### src/rtl/pwm_pkg.sv
// Shared definitions for the PWM fade sequencer and its LED-timing helpers.
// Holds the duty width, the fade state encoding and a counter-width helper.
package pwm_pkg;

    localparam int DUTY_W = 8;

    typedef enum logic [1:0] {
        RAMP_UP   = 2'd0,
        HOLD_HI   = 2'd1,
        RAMP_DOWN = 2'd2,
        HOLD_LO   = 2'd3
    } fade_state_e;

    // Width needed to count 0..n-1, never narrower than one bit.
    function automatic int unsigned min1_clog2(input int unsigned n);
        return (n <= 1) ? 1 : $clog2(n);
    endfunction

endpackage

### src/rtl/pwm_tick_div.sv
// Free-running prescaler that emits a one-cycle tick every DIV enabled cycles.
// Reusable by any LED timing block that needs a slow strobe in the clk domain.
module pwm_tick_div
    import pwm_pkg::*;
#(
    parameter int unsigned DIV = 4
) (
    input  logic clk,
    input  logic rst_n,
    input  logic en,
    input  logic clr,
    output logic tick
);

    localparam int unsigned       CNT_W = min1_clog2(DIV);
    localparam logic [CNT_W-1:0]  LAST  = CNT_W'(DIV - 1);

    logic [CNT_W-1:0] r_cnt;
    logic             w_last;

    assign w_last = (r_cnt == LAST);

    // NOTE: state uses non-blocking assignments so every register samples
    // pre-edge values; the async reset sits in the sensitivity list.
    always_ff @(posedge clk or negedge rst_n) begin
        if (!rst_n) begin
            r_cnt <= '0;
        end else if (clr) begin
            r_cnt <= '0;
        end else if (en) begin
            if (w_last) begin
                r_cnt <= '0;
            end else begin
                r_cnt <= r_cnt + CNT_W'(1);
            end
        end
    end

    // A clear in the same cycle swallows the tick.
    assign tick = en & w_last & ~clr;

endmodule

### src/rtl/pwm_fade_ctrl.sv
// Breathing-profile duty sequencer: ramps duty up, holds, ramps down, holds.
// Output feeds the PWM generator's duty input directly in the same clk domain.
module pwm_fade_ctrl
    import pwm_pkg::*;
#(
    parameter int unsigned       STEP_DIV   = 195312,
    parameter int unsigned       HOLD_TICKS = 64,
    parameter logic [DUTY_W-1:0] DUTY_MIN   = 8'h00,
    parameter logic [DUTY_W-1:0] DUTY_MAX   = 8'hFF
) (
    input  logic              clk,
    input  logic              rst_n,
    input  logic              enable,
    input  logic              restart,
    input  logic [DUTY_W-1:0] step_in,
    output logic [DUTY_W-1:0] duty_cycle,
    output logic              dir_up,
    output logic              at_limit
);

    localparam bit                NO_HOLD   = (HOLD_TICKS == 0);
    localparam int unsigned       HOLD_W    = min1_clog2(HOLD_TICKS + 1);
    localparam logic [HOLD_W-1:0] HOLD_LAST = HOLD_W'(NO_HOLD ? 0 : HOLD_TICKS - 1);

    logic              w_tick;
    fade_state_e       r_state;
    logic [DUTY_W-1:0] r_duty;
    logic              r_dir_up;
    logic              r_at_limit;
    logic [HOLD_W-1:0] r_hold_cnt;

    logic [DUTY_W:0]   w_up_sum;
    logic [DUTY_W:0]   w_dn_thr;
    logic [DUTY_W-1:0] w_dn_diff;
    logic              w_up_sat;
    logic              w_dn_sat;
    logic              w_step_zero;
    logic              w_hold_done;

    pwm_tick_div #(
        .DIV (STEP_DIV)
    ) u_tick_div (
        .clk   (clk),
        .rst_n (rst_n),
        .en    (enable),
        .clr   (restart),
        .tick  (w_tick)
    );

    // Nine-bit arithmetic so a large step saturates instead of wrapping.
    assign w_up_sum    = {1'b0, r_duty} + {1'b0, step_in};
    assign w_dn_thr    = {1'b0, DUTY_MIN} + {1'b0, step_in};
    assign w_dn_diff   = r_duty - step_in;
    assign w_up_sat    = (w_up_sum >= {1'b0, DUTY_MAX});
    assign w_dn_sat    = ({1'b0, r_duty} <= w_dn_thr);
    assign w_step_zero = (step_in == '0);
    assign w_hold_done = (r_hold_cnt == HOLD_LAST);

    always_ff @(posedge clk or negedge rst_n) begin
        if (!rst_n) begin
            r_state    <= RAMP_UP;
            r_duty     <= DUTY_MIN;
            r_dir_up   <= 1'b1;
            r_at_limit <= 1'b0;
            r_hold_cnt <= '0;
        end else if (restart) begin
            r_state    <= RAMP_UP;
            r_duty     <= DUTY_MIN;
            r_dir_up   <= 1'b1;
            r_at_limit <= 1'b0;
            r_hold_cnt <= '0;
        end else if (w_tick) begin
            case (r_state)
                RAMP_UP: begin
                    // A zero step freezes the ramp rather than forcing a bound.
                    if (!w_step_zero) begin
                        if (w_up_sat) begin
                            r_duty <= DUTY_MAX;
                            if (NO_HOLD) begin
                                r_state  <= RAMP_DOWN;
                                r_dir_up <= 1'b0;
                            end else begin
                                r_state    <= HOLD_HI;
                                r_at_limit <= 1'b1;
                            end
                        end else begin
                            r_duty <= w_up_sum[DUTY_W-1:0];
                        end
                    end
                end
                HOLD_HI: begin
                    if (w_hold_done) begin
                        r_hold_cnt <= '0;
                        r_state    <= RAMP_DOWN;
                        r_dir_up   <= 1'b0;
                        r_at_limit <= 1'b0;
                    end else begin
                        r_hold_cnt <= r_hold_cnt + HOLD_W'(1);
                    end
                end
                RAMP_DOWN: begin
                    if (!w_step_zero) begin
                        if (w_dn_sat) begin
                            r_duty <= DUTY_MIN;
                            if (NO_HOLD) begin
                                r_state  <= RAMP_UP;
                                r_dir_up <= 1'b1;
                            end else begin
                                r_state    <= HOLD_LO;
                                r_at_limit <= 1'b1;
                            end
                        end else begin
                            r_duty <= w_dn_diff;
                        end
                    end
                end
                HOLD_LO: begin
                    if (w_hold_done) begin
                        r_hold_cnt <= '0;
                        r_state    <= RAMP_UP;
                        r_dir_up   <= 1'b1;
                        r_at_limit <= 1'b0;
                    end else begin
                        r_hold_cnt <= r_hold_cnt + HOLD_W'(1);
                    end
                end
                default: begin
                    r_state    <= RAMP_UP;
                    r_duty     <= DUTY_MIN;
                    r_dir_up   <= 1'b1;
                    r_at_limit <= 1'b0;
                    r_hold_cnt <= '0;
                end
            endcase
        end
    end

    assign duty_cycle = r_duty;
    assign dir_up     = r_dir_up;
    assign at_limit   = r_at_limit;

endmodule

### config.mk
export PLATFORM = sky130hd
export DESIGN_NAME = pwm_fade_ctrl
export DESIGN_NICKNAME = d
export VERILOG_FILES = /design/src/rtl/pwm_pkg.sv /design/src/rtl/pwm_tick_div.sv /design/src/rtl/pwm_fade_ctrl.sv
export SDC_FILE = /design/constraint.sdc
export NUM_CORES = 1
export LEC_CHECK = 0
export ABC_AREA = 1
export CAP_MARGIN = 20
export CORE_MARGIN = 2
export CORE_UTILIZATION = 55
export CTS_BUF_LIST = sky130_fd_sc_hd__clkbuf_4 sky130_fd_sc_hd__clkbuf_8
export CTS_CLUSTER_DIAMETER = 60
export DETAILED_ROUTE_END_ITERATION = 6
export PLACE_DENSITY = 0.75
export SLEW_MARGIN = 20
export SYNTH_ARGS = -nofsm -noshare
export SYNTH_HDL_FRONTEND = slang
export SYNTH_HIERARCHICAL = 1
export SYNTH_SLANG_ARGS = --single-unit
### constraint.sdc
create_clock -name clk -period 2.95 [get_ports clk]
set_clock_uncertainty 0.1 [all_clocks]
set_input_delay 0.295 -clock clk [delete_from_list [all_inputs] [get_ports clk]]
set_output_delay 0.295 -clock clk [all_outputs]
set_load 0.02 [all_outputs]
==> key figures, run 1 <==
CTS
  – Clk slew on worst S/H paths: 80 ps
  – # H-tree levels: 2
  – Max Root-Sink Buffers: 2
  – Clk sinks: 37
  – Later-pin clock latency in the skew report: 290 ps
  – # hold bufs at CTS: 0
  – CTS root buf: clkbuf_8
  – Post-CTS Resized: 0
  – CTS tree: yes
  – Post-CTS Setup Repair Bufs: 0
  – TritonCTS Buffers: 5

Pwr
  – Reg power frac: 27.1%
  – Clock power share: 17.3%
  – Internal power: 1.44 mW
  – Pleak: 1.70 nW
  – PD cells: 754 nW/um^2
  – Comb power frac: 55.6%
  – NetSw: 1.20 mW
  – Sw Share: 45.3%
  – Peak supply drop: 456 uV

Timing
  – PnR worst setup slack: 410 ps
  – Min Tclk post-route: 2540 ps
  – Peak Freq: 394 MHz
  – Worst-margin pin slew: 840 ps
  – Slew Limit Fails: 0
  – Rel. slew slack: 44.0%
  – Tcrit/Tclk final: 86.1%
  – RSZ-0062 raised after global routing: false
  – Hold Violations, Final: 0
  – # setup viols final: 0
  – TNS Setup: 0 ps

Route
  – Final WL: 7260 um
  – Iter 0 DRT Violations: 180
  – Antenna Violating Nets Remaining: 0
  – Vias per cell: 5.26
  – Wire per inst: 13.2 um
  – DRT Pass-1 Iters: 4
  – DRC: 0
  – Vias after detailed routing: 2906

Die
  – Placeable core region: 5510 um^2
  – DIE AREA: 6290 um^2
  – Die Ht: 79.3 um
  – Die X: 79.3 um
  – Cell Rows: 27
  – Starting Density: 56.7%
  – # IOs: 22

Worst setup path
  – Most used cell, CP: a21oi_1
  – WP data arrival: 2610 ps
  – Worst path max stage delay: 560 ps
  – Worst path cell trace: clkdlybuf4s50_1, inv_1, ha_1, inv_2, a21oi_1, o31ai_1, nor2_4, a21oi_1, o21ai_0, nand2_1
  – CP Data Required Time: 3020 ps
  – CP max stage cell: clkdlybuf4s50_1
  – Startpoint types: primary input
  – Worst-path maximum fanout: 7
  – WS Path Type: primary input to register
  – CP endpoint kind: register
  – R2R setup slack: 440 ps

Placement
  – Hpwl dp: 5680 um
  – Final GP Congestion: 0.870
  – Port bufs: 21
  – Dpl ws: 170 ps

Finish
  – Share of layout cells above drive strength 1: 8.33%
  – Fin nets: 515
  – Fillcell total: 510
  – ANT cells: 0
  – Flip-flop and latch area: 927 um^2
  – Area growth, synth to finish: 12.2%
  – Area of the multi-input gates: 1880 um^2

Global routing
  – First-pass GRT wire length: 12800 um
  – Initial antenna violation count: 0
  – GRT overflow: 0
  – Number of global-route vias before repair: 2949
  – Largest net degree at the start of global routing: 38
  – Tot GR Track Use: 25.6%

Synth
  – Share of the synthesized area in the top cell type: 28.9%
  – Post-synth top area cell: dfrtp_1
  – #FFs+latches synth: 37
  – Top cells by area, synth: dfrtp_1 29%, nand2_1 14%, ha_1 8.8%, inv_1 7.8%, nand3_1 6.6%
  – Post-Syn Instances: 456
  – Mapped Avg Cell Area: 6.84 um^2
  – Sequential element share of the synthesized area: 29.7%
  – Synth unique cells: 38
  – Prevailing post-synth register cell: dfrtp_1
  – Mapped Area: 3120 um^2
  – Ys async rst share: 100%
  – Post-synth EDFFs: 0
  – Post-Syn Nets: 492
  – Synth warn: 6

Job
  – Total of max-cap violations: 0

Hold path
  – Min-delay worst type: primary input to asynchronous set/reset pin

Status
  – Status: complete, no violations
## cell families (layout without fill, tap and decap cells)
kind of cell | Yosys count | count (layout) | synth area share (%)
xor gates and xnor gates | 13 | 13 | 3.65
DFF | 37 | 37 | 29.7
AOI/OAI and AO/OA | 47 | 47 | 8.86
buffers and inverters | 77 | 101 | 10.0
and+or+nand+nor | 258 | 258 | 37.7
adders and majority gates | 24 | 24 | 10.1
## sequential cells by signal, summed over array words and instances (netlist names)
signal / flops
r_hold_cnt: 7
u_tick_div/r_cnt: 18
dir_up: 1
r_state: 2
duty_cycle: 8
at_limit: 1
## routing by layer
| metal | global-route usage (%) | vias up | part of all wire (%) |
|---|---|---|---|
| li1 | - | 1507 | - |
| met1 | 31.1 | 1332 | 46 |
| met2 | 45.7 | 53 | 49 |
| met3 | 3.75 | 14 | 2.5 |
| met4 | 9.48 | 0 | 2.6 |
| met5 | 0 | - | 0 |
## worst max-delay path: cells and delay by family
family / cells / cell delay (ps)
buffers and inverters: 3 / 750
adders and majority gates: 1 / 430
AOI/OAI and AO/OA: 4 / 860
and+or+nand+nor: 2 / 260
## synthesized netlist by cell type (all sizes together) (2+ instances only)
master  instances
o21bai          3
nor2           56
ha             22
inv            70
nor3           10
nand3          44
xor2           13
a21oi          17
nand2         125
fa              2
o21ai          19
nor3b           2
buf             6
and2            3
nand4          14
dfrtp          36
## metrics by stage
stage	std cells	hold WS [ps]	instance area [um^2]	total power [mW]	util (%)
global route	552	82.1	3500	2.88	63.6
CTS	552	30.5	3500	2.65	63.6
detailed placement	544	355	3380	2.18	61.4
global placement	544	339	3380	2.16	61.4
finish	552	6.18	3500	2.64	63.6
floorplan	456	-101	3120	1.76	-
## layout by cell type (no fill, tap or decap), drive strengths merged, types with 2 or more instances in the layout
cell             n
a21oi           17
and2             3
buf              3
clkbuf           6
clkdlybuf4s50   20
dfrtp           36
fa               2
ha              22
inv             70
nand2          125
nand3           44
nand4           14
nor2            56
nor3            10
nor3b            2
o21ai           19
o21bai           3
xor2            13
## final timing paths
check,end,depth (start not counted),start
min,r_hold_cnt[2],1,rst_n
max,duty_cycle[6],10,step_in[5]
min in group clk,at_limit,2,at_limit
max reg2reg,r_hold_cnt[4],12,u_tick_div/r_cnt[0]
min reg2reg,at_limit,2,at_limit
max in group asynchronous,u_tick_div/r_cnt[11],1,rst_n
## area by class of cell
cell class | instances | share of cell area (%)
Tap cell | 72 | 2.57
Inverter | 70 | 7.51
Sequential cell | 37 | 26.5
Timing Repair Buffer | 23 | 6.29
Clock inverter | 2 | 1.07
Clock buffer | 6 | 2.36
Multi-Input combinational cell | 342 | 53.7
## power by group through the flow
stage | logic (mW) | registers, mW | clock network [mW]
2_1_floorplan | 0.975 | 0.782 | 0
3_3_place_gp | 1.44 | 0.723 | 0
3_5_place_dp | 1.45 | 0.723 | 0
4_1_cts | 1.46 | 0.715 | 0.474
5_1_grt | 1.65 | 0.729 | 0.503
6_report | 1.47 | 0.714 | 0.458
Power figures use the tool's default switching activity.
==> run 2, diff against run 1 <==
--- a/config.mk
+++ b/config.mk
@@ -11,6 +11,7 @@
 export CORE_UTILIZATION = 55
 export CTS_BUF_LIST = sky130_fd_sc_hd__clkbuf_4 sky130_fd_sc_hd__clkbuf_8
 export CTS_CLUSTER_DIAMETER = 60
+export CTS_CLUSTER_SIZE = 8
 export DETAILED_ROUTE_END_ITERATION = 6
 export PLACE_DENSITY = 0.75
 export SLEW_MARGIN = 20
==> results of run 2 <==
Same layout as run 1: the final DEF is identical, and so are final timing and power.
==> run 3, diff against run 2 <==
--- a/config.mk
+++ b/config.mk
@@ -8,12 +8,12 @@
 export ABC_AREA = 1
 export CAP_MARGIN = 20
 export CORE_MARGIN = 2
-export CORE_UTILIZATION = 55
+export CORE_UTILIZATION = 50
 export CTS_BUF_LIST = sky130_fd_sc_hd__clkbuf_4 sky130_fd_sc_hd__clkbuf_8
 export CTS_CLUSTER_DIAMETER = 60
 export CTS_CLUSTER_SIZE = 8
 export DETAILED_ROUTE_END_ITERATION = 6
-export PLACE_DENSITY = 0.75
+export PLACE_DENSITY = 0.7
 export SLEW_MARGIN = 20
 export SYNTH_ARGS = -nofsm -noshare
 export SYNTH_HDL_FRONTEND = slang
==> key figures, run 3 (synthesis gave the netlist of run 1 again) <==
Pwr
  – PD cells: 751 nW/um^2 (-0.31%)
  – Pleak: 1.71 nW (+0.28%)
  – Peak supply drop: 418 uV (-8.4%)

Worst setup path
  – Worst path bufs/invs: 2 (-1)
  – CP endpoint kind: register
  – WS Path Type: register to register
  – WP data arrival: 2600 ps (about the same)
  – Worst-path maximum fanout: 8 (+1)
  – Most used cell, CP: nand2_1
  – Worst path max stage delay: 380 ps (-180 ps)
  – CP max stage cell: dfrtp_1
  – CP Data Required Time: 3020 ps (about the same)
  – Crit-path leading delay family: simple AND/OR/NAND/NOR gates
  – Worst path cell trace: ha_1, nand2_1, nor3_1, nand4_1, nor2_1, inv_1, nand2_1, nand2_1, inv_1, nand2_1, a21oi_1, nor2_1
  – Startpoint types: register

Die
  – Cell Rows: 28 (+3.7%)
  – Die X: 83 um (+4.6%)
  – # IOs: 22 (unchanged)
  – Die Ht: 83 um (+4.6%)
  – Starting Density: 52.1% (-4.6 points)
  – DIE AREA: 6890 um^2 (+9.5%)
  – Placeable core region: 5990 um^2 (+8.8%)

Timing
  – Worst hold slack: -7.52 ps (-13.7 ps)
  – TNS Setup: 0 ps (unchanged)
  – RSZ-0062 raised after global routing: false
  – # setup viols final: 0 (unchanged)
  – Worst-margin pin slew: 811 ps (-29.3 ps)
  – Peak Freq: 394 MHz (+0.15%)
  – Rel. slew slack: 46.0% (+2.0 points)
  – Tcrit/Tclk final: 86.0% (-0.13 points)
  – Min Tclk post-route: 2540 ps (-3.77 ps)
  – Hold Violations, Final: 21 (+21)
  – Slew Limit Fails: 0 (unchanged)

Route
  – Iter 0 DRT Violations: 147 (-18%)
  – Wire per inst: 12.8 um (-2.5%)
  – Vias per cell: 5.20 (-1.2%)
  – DRT Pass-1 Iters: 5 (+1)
  – Antenna Violating Nets Remaining: 0 (unchanged)
  – Final WL: 7130 um (-1.8%)
  – Vias after detailed routing: 2891 (-0.52%)
  – DRC: 0 (unchanged)

Finish
  – Number of flip-flops in the largest register: 18 (unchanged)
  – Fin nets: 516 (+0.19%)
  – Commonest non-fill, non-tap cell in the layout: nand2_1
  – Final Cell Area: 3510 um^2 (+0.32%)
  – Share of layout cells above drive strength 1: 8.52% (+0.19 points)
  – Most frequent cells in the layout: 116 x nand2_1, 65 x inv_1, 49 x nor2_1, 41 x nand3_1, 36 x dfrtp_1
  – Area growth, synth to finish: 12.6%
  – ANT cells: 0 (unchanged)
  – Biggest register: u_tick_div/r_cnt

CTS
  – Clk slew on worst S/H paths: 70 ps (about the same)
  – # H-tree levels: 2 (unchanged)
  – # hold bufs at CTS: 0 (unchanged)
  – Max Root-Sink Buffers: 2 (unchanged)
  – Clk sinks: 37 (unchanged)
  – CTS tree: yes
  – CTS root buf: clkbuf_8
  – Post-CTS Resized: 0 (unchanged)
  – TritonCTS Buffers: 5 (unchanged)
  – Post-CTS Setup Repair Bufs: 0 (unchanged)
  – Later-pin clock latency in the skew report: 290 ps (about the same)

Global routing
  – Largest net degree at the start of global routing: 38 (unchanged)
  – Tot GR Track Use: 21.8% (-3.7 points)
  – First-pass GRT wire length: 12600 um (-1.5%)
  – Initial antenna violation count: 0 (unchanged)
  – GRT overflow: 0 (unchanged)
  – Number of global-route vias before repair: 2764 (-6.3%)

Placement
  – Port bufs: 21 (unchanged)
  – Dpl cell area: 3390 um^2 (+0.33%)
  – Hpwl dp: 5630 um (-0.89%)
  – Final GP Congestion: 0.857 (-1.5%)

Status
  – Failing checks: negative hold slack
  – Status: finished, violations left

Hold path
  – Min-delay worst type: primary input to asynchronous set/reset pin

Job
  – Total of max-cap violations: 0 (unchanged)
## run 3: cell types whose count changed in the layout (fill, tap and decap cells not counted), sizes merged
cell	delta
buf	+1
## run 3: per-layer routing
layer  routed length, um  global-route usage [%]
met5                   0                       0
met1                3230                    27.7
met2                3460                    38.0
met3                 269                    2.88
met4                 174                    7.75
## run 3: where the power goes
part,leakage (nW),switching (mW),internal (mW)
clock,0.0574,0.192,0.275
combinational,1.15,0.900,0.558
sequential,0.498,0.105,0.610
## run 3: final timing paths
path	depth (start not counted)	start	end	slack (ps)
worst max register to register	12	u_tick_div/r_cnt[1]	r_hold_cnt[5]	410
worst max-delay path	12	u_tick_div/r_cnt[1]	r_hold_cnt[5]	410
worst min register to register	2	at_limit	at_limit	420
worst min-delay path	1	rst_n	r_hold_cnt[1]	-8
min in group clk	2	at_limit	at_limit	420
max in group asynchronous	1	rst_n	u_tick_div/r_cnt[9]	2250
## run 3: per-stage QoR
| step | instances | power [mW] | hold slack, ps | setup slack [ps] | util (%) |
|---|---|---|---|---|---|
| CTS | 556 | 2.65 | 15.6 | 424 | 58.6 |
| finish | 556 | 2.64 | -7.52 | 413 | 58.6 |
| detailed placement | 548 | 2.17 | 342 | 133 | 56.6 |
| global route | 556 | 2.88 | 66.2 | 155 | 58.6 |
| floorplan | 456 | 1.76 | -101 | 681 | - |
| global placement | 548 | 2.16 | 346 | 208 | 56.6 |
## run 3: final cells by class
cell class	count	area, um^2
multi-input combinational	342	1880
tap	75	93.8
timing repair buffer	24	228
clock buffer	6	82.6
fill	561	2480
clock inverter	2	37.5
sequential	37	927
inverter	70	263
